[src/rtl/icache_direct_mapped.sv]
// rtl/icache_direct_mapped.sv - direct-mapped read-only instruction cache with block-serial refill; optional counters under ICACHE_PERF_CNT_EN
module icache_direct_mapped #(
    parameter int IDX_BITS = 3,
    parameter int TAG_BITS = 25
) (
    input  logic         clock,
    input  logic         reset,
    input  logic         read,
    input  logic [31:0]  address,
    output logic [31:0]  instruction,
    output logic         busywait,
    output logic         mem_read,
    output logic [27:0]  mem_address,
    input  logic [127:0] mem_readdata,
    input  logic         mem_busywait
`ifdef ICACHE_PERF_CNT_EN
    ,
    output logic [31:0]  hit_count,
    output logic [31:0]  miss_count
`endif
);

    localparam int LINES = 1 << IDX_BITS;

    typedef enum logic [1:0] {
        IDLE     = 2'd0,
        MEM_READ = 2'd1,
        UPDATE   = 2'd2
    } state_t;

    state_t state_q, state_d;

    logic [LINES-1:0]    valid_q;
    logic [TAG_BITS-1:0] tag_q  [LINES];
    logic [127:0]        data_q [LINES];

    logic [IDX_BITS-1:0] index;
    logic [TAG_BITS-1:0] addr_tag;
    logic [1:0]          offset;
    logic                hit;
    logic [IDX_BITS-1:0] fill_idx;
    logic [TAG_BITS-1:0] fill_tag;
    logic                unused_addr_bits;

    assign index            = address[4+IDX_BITS-1:4];
    assign addr_tag         = address[31:4+IDX_BITS];
    assign offset           = address[3:2];
    assign unused_addr_bits = ^address[1:0];

    assign hit         = valid_q[index] && (tag_q[index] == addr_tag);
    assign instruction = data_q[index][{offset, 5'd0} +: 32];

    // The fill target comes from the block address latched on entry to MEM_READ,
    // so a fill finishes correctly even if the CPU moves on mid-refill.
    assign fill_idx = mem_address[IDX_BITS-1:0];
    assign fill_tag = mem_address[27:IDX_BITS];

    always_comb begin
        state_d = state_q;
        case (state_q)
            IDLE:     if (read && !hit) state_d = MEM_READ;
            MEM_READ: if (!mem_busywait) state_d = UPDATE;
            UPDATE:   state_d = IDLE;
            default:  state_d = IDLE;
        endcase
    end

    assign mem_read = (state_q == MEM_READ);
    assign busywait = (state_q != IDLE) || (read && !hit);

    always_ff @(posedge clock or posedge reset) begin
        if (reset) begin
            state_q     <= IDLE;
            valid_q     <= '0;
            mem_address <= '0;
        end else begin
            state_q <= state_d;
            if (state_q == IDLE && state_d == MEM_READ) begin
                mem_address <= address[31:4];
            end
            if (state_q == UPDATE) begin
                valid_q[fill_idx] <= 1'b1;
            end
        end
    end

    // Tag and data storage carry no reset; valid bits alone gate hits.
    always_ff @(posedge clock) begin
        if (state_q == UPDATE) begin
            data_q[fill_idx] <= mem_readdata;
            tag_q[fill_idx]  <= fill_tag;
        end
    end

`ifdef ICACHE_PERF_CNT_EN
    always_ff @(posedge clock or posedge reset) begin
        if (reset) begin
            hit_count  <= '0;
            miss_count <= '0;
        end else begin
            if (state_q == IDLE && read && hit && hit_count != 32'hFFFF_FFFF) begin
                hit_count <= hit_count + 32'd1;
            end
            if (state_q == IDLE && state_d == MEM_READ && miss_count != 32'hFFFF_FFFF) begin
                miss_count <= miss_count + 32'd1;
            end
        end
    end
`endif

endmodule

[config.mk]
export PLATFORM = sky130hd
export DESIGN_NAME = icache_direct_mapped
export DESIGN_NICKNAME = d
export VERILOG_FILES = /design/src/rtl/icache_direct_mapped.sv
export SDC_FILE = /design/constraint.sdc
export NUM_CORES = 1
export LEC_CHECK = 0
export CAP_MARGIN = 10
export CORE_UTILIZATION = 38
export CTS_CLUSTER_DIAMETER = 60
export CTS_CLUSTER_SIZE = 20
export DETAILED_ROUTE_END_ITERATION = 10
export PLACE_DENSITY_LB_ADDON = 0.08
export SLEW_MARGIN = 25
export SYNTH_ARGS = -nofsm -noshare
export SYNTH_HDL_FRONTEND = slang
export SYNTH_SLANG_ARGS = --single-unit
[constraint.sdc]
create_clock -name clock -period 12.34 [get_ports clock]
set_input_delay 2.468 -clock clock [delete_from_list [all_inputs] [get_ports clock]]
set_output_delay 2.468 -clock clock [all_outputs]
set_load 0.05 [all_outputs]
After elaboration in Yosys (flattened, before gate mapping). Memory sizes are Yosys's and may differ from the RTL's. Cells that the tools add are included.

Output and inout bits: 62. Memories kept: 2. Logic and storage cells: 31. Memory bits (writable): 1224. Bits of input ports: 164. Bits in registers: 38.

Memory list: data_q (words 8, width 128, read ports 1, clocked after Yosys merged registers in 0, write ports 1, RTL line 35) `logic [127:0] data_q [LINES];`; tag_q (words 8, width 25, read ports 1, clocked after Yosys merged registers in 0, write ports 1, RTL line 34) `logic [TAG_BITS-1:0] tag_q [LINES];`.

Magnitude comparators: 3. Bitwise logic cells: 1. Multiplexer cells: 9. Reductions and logical operators: 8. Shift operators: 1. Equal/unequal tests: 4.

Operator list (count): $shiftx 128x8->32 (1); $eq 25x25->1 (1); $lt 3x4->1 const B (2); $or 8x8->8 (1); $eq 2x1->1 const B (2); $logic_and 1x1->1 (4); $mux 1 (4); $mux 2 (2); $pmux 2 s2 (1); $bmux 1 s3 (1); $demux 1 s3 (1); $ge 3x1->1 const B (1); $eq 2x2->1 const B (1); $logic_not 2->1 (1); $reduce_bool 2->1 (1); $logic_not 1->1 (1); $logic_or 1x1->1 (1).

Logic depth before layout (Yosys ltp).
Word-level depth: 9. Mapped depth: 12. Mapped depth without buffers: 7.

Worst setup path before layout. Ideal clock, no wire load.

Kind: reg-to-reg. From: register mem_address[0]. To: register valid_q[0]. Stages on the path, launching flop included: 4. Period minus slack after synthesis: 12.555 ns. Setup time: 0.131 ns. Required time: 12.209 ns. Slack: -0.215 ns. Path buffers: 0. Data arrival time: 12.424 ns. Cells stage by stage: dfrtp_1 > or3b_2 > nor3_1 > or2_2.

Cells in the longest elaborated chain, start to end: 5. Elaborated cells on any way between the ends: 6. Classes of those cells: 2 x order compare; 2 x mux; 1 x bitwise; 1 x reduce/logical.

Ends and longest elaborated chain: from (decl) (RTL line 13) `output logic [27:0] mem_address,`; from (signal assigned) (RTL line 79) `mem_address <= address[31:4];`; $lt 3x4->1 (implied by the code) / $ge 3x1->1 (equally long branches) (RTL line 82) `valid_q[fill_idx] <= 1'b1;`; $logic_and 1x1->1 (implied by the code) (RTL line 82); $mux 1 (implied by the code) (RTL line 82); $demux 1 s3 (*) (RTL line 82); $or 8x8->8 (no source line) (*); to (signal assigned) (RTL line 74) `valid_q <= '0;`; to (signal, indexed assignment) (RTL line 82); to (decl) (RTL line 33) `logic [LINES-1:0] valid_q;`.

Every way passes the cells marked *; elsewhere a longest branch is shown, timed or not. A chain may end at the register's enable or synchronous reset.

Worst setup path in the final report.
From: input address[5]. To: output busywait.

Cells in the longest elaborated chain, start to end: 6. Elaborated cells on any way between the ends: 8. Classes of those cells: 1 x eq/ne; 2 x mux; 4 x reduce/logical; 1 x memory.

Ends and longest elaborated chain: from (decl) (RTL line 9) `input logic [31:0] address,`; $mem_v2 8x25 / $bmux 1 s3 (equally long branches); $eq 25x25->1 / $mux 1 (equally long branches) (RTL line 50) `assign hit = valid_q[index] && (tag_q[index] == addr_tag);`; $logic_and 1x1->1 (*) (RTL line 50); $logic_not 1->1 (*) (RTL line 69) `assign busywait = (state_q != IDLE) || (read && !hit);`; $logic_and 1x1->1 (*) (RTL line 69); $logic_or 1x1->1 (*) (RTL line 69); to (decl) (RTL line 11) `output logic busywait,`.

Every way passes the cells marked *; elsewhere a longest branch is shown, timed or not. The select of a mux whose other input is x is not followed.

==> results.ini <==
[run_status]
status = completed

[pwr]
p_leak_nw = 17.6
ir_drop_v = 0.000131
powerDensity_mw_per_mm2 = 175

[sta]
slew_viol_final = 0
slew_headroom_pct = 30.8
max_freq_ghz = 0.105
worstMarginPinSlew_ps = 1040
hold_violations = 0
rsz0062_at_grt = no
setup_viol = 0
setup-tns-final_ps = 0
post-route-period-util_pct = 77.1
clock-skew-final_ps = 27.5
min_period_ps = 9510

[finish]
drive_gt1_share_pct = 29.7
n_fill_cell = 10600
multi_input_area_mm2 = 0.00994
final_cell_area_mm2 = 0.0563
seqCellArea_mm2 = 0.0377
fin_cells = 3938
syn_to_final_growth_pct = 17.2
antenna_cells = 0
nets = 2355

[cts]
tritoncts = built
post_cts_buffers = 0
htreeDepth = 3
clk_path_buf_depth = 3
cts_sinks = 1262
clkTransAtPathRegs_ps = 70
cts_hold_buf = 0
numCtsBuffers = 112
clock_latency_ps = 700
root_buffer = clkbuf_16
cts-resized-gates = 0

[critical_path]
critPathMaxStageDelay_ps = 910
critPathArrivalTime_ps = 7040
path_class = in -> out
path_delay_family = buffers and inverters
path_max_fanout = 67
slowest_stage = buf_4
start_kind = input port
required_ps = 9870
crit_chain = buf_8, buf_4, mux4_2, mux2i_1, xor2_1, nand4_1, nor4_2, nand3_1, a211o_1, clkdlybuf4s50_1
crit_path_end_kind = output port
cp.buffers_inverters = 3

[logic_synthesis]
synth_common_cells = edfxtp_1 (1,224), mux4_2 (356), mux2_2 (51)
synth_nets = 2079
synth_area_mm2 = 0.0480
synth_top_area_share_pct = 76.5
synth_warnings = 0
synth_edf_count = 1224
synth_cells = 1915
synth.area.top_cells = edfxtp_1 (77%), mux4_2 (17%), dfrtp_1 (2.0%)
async_flop_share_pct = 3.01
synth_cell_type_count = 39
ys_seq_area_share_pct = 78.5
synth_top_flop_cell = edfxtp_1
synth_most_common_cell = edfxtp_1
ys_ff_latch = 1262
avgSynthCellArea_um2 = 25.1
synth_top_area_cell = edfxtp_1

[placement]
place_area_mm2 = 0.0523
io_buffer_count = 223
dp_hpwl_um = 56900
place_congestion = 0.700
dp.cells = 3727

[detailed_routing]
vias = 20900
dr.pass1.iters = 7
drtIter0Drc = 1486
drc = 0
vias_per_cell = 5.30
post_drt_wl_per_cell_um = 28.0
ant_nets = 0
routed_wl_um = 110000

[die]
die_h_um = 358
fp.dieArea_mm2 = 0.128
ioPinCount = 226
initial_core_util_pct = 38.3
num_rows = 130
fp.dieW_um = 358
core_area_mm2 = 0.126

[global_route]
grt_max_degree = 123
overflow = 0
grt_pass1_vias = 23000
grt_usage_pct = 17.6
grt_pass1_wl_um = 161000
antenna_found_initial = 22

[min_path]
min_path_type = reg -> reg

[job]
cap_violations = 0

## registers in the layout, indices dropped and copies added, names as in the netlist
name,cells
data_q,1024
mem_address,28
state_q,2
tag_q,200
valid_q,8
## cell type report
| class | instances | share of cell area (%) |
|---|---|---|
| clock buffer | 115 | 5.07 |
| clock inverter | 96 | 2.00 |
| inverter | 1 | 0.00667 |
| multi-input combinational | 557 | 17.6 |
| sequential | 1262 | 67.0 |
| tap | 1650 | 3.67 |
| timing repair buffer | 257 | 4.64 |
## through the flow
step	utilization (%)	hold WS, ps	setup WS (ps)	total power, mW
after floorplan	-	434	40.0	5.84
after global placement	41.6	445	2640	6.23
after detailed placement	41.7	448	2720	6.26
after CTS	44.8	466	2730	9.99
after global routing	44.8	473	2520	10.2
final	44.8	464	2830	9.84
## cell usage in the layout, fill, tap and decap left out, types with 17 or more instances in the layout
cell type and count:
edfxtp_1 1224, mux4_2 356, clkdlybuf4s50_1 218, clkbuf_16 114, mux2_2 51, mux2i_1 50, dfrtp_1 38, buf_4 26
inv_8 19, inv_6 17
## cells by family after synthesis
logic type      Yosys count  share of synthesized area, %
flops                  1262                          78.5
compound gates           33                         0.485
mux                     466                          19.2
buf+inv                  96                         0.977
xor+xnor                 17                         0.310
simple gates             41                         0.521
## worst paths after layout
path	start	end	slack [ps]	cells past startpoint
max in group asynchronous	reset	state_q[0]	9650	3
min in group asynchronous	reset	mem_address[18]	2230	3
worst max register to register	state_q[0]	data_q[7][71]	8680	4
worst min register to register	valid_q[1]	valid_q[1]	460	1
worst max-delay path	address[5]	busywait	2830	10
worst min-delay path	valid_q[1]	valid_q[1]	460	1
## metal layers
| layer | GRT usage (%) | up-vias | part of all wire (%) |
|---|---|---|---|
| li1 | - | 8875 | - |
| met1 | 22.9 | 11500 | 42 |
| met2 | 30.5 | 386 | 52 |
| met3 | 3.42 | 153 | 4.2 |
| met4 | 3.74 | 20 | 1.8 |
| met5 | 0 | - | 0.11 |
## power by group
part           switching [mW]  total [mW]  internal, mW
clock network            1.73        3.71          1.98
registers               0.132        5.13          5.00
logic                   0.601       0.998         0.396
Note: power is estimated with default switching activity, not from simulation.
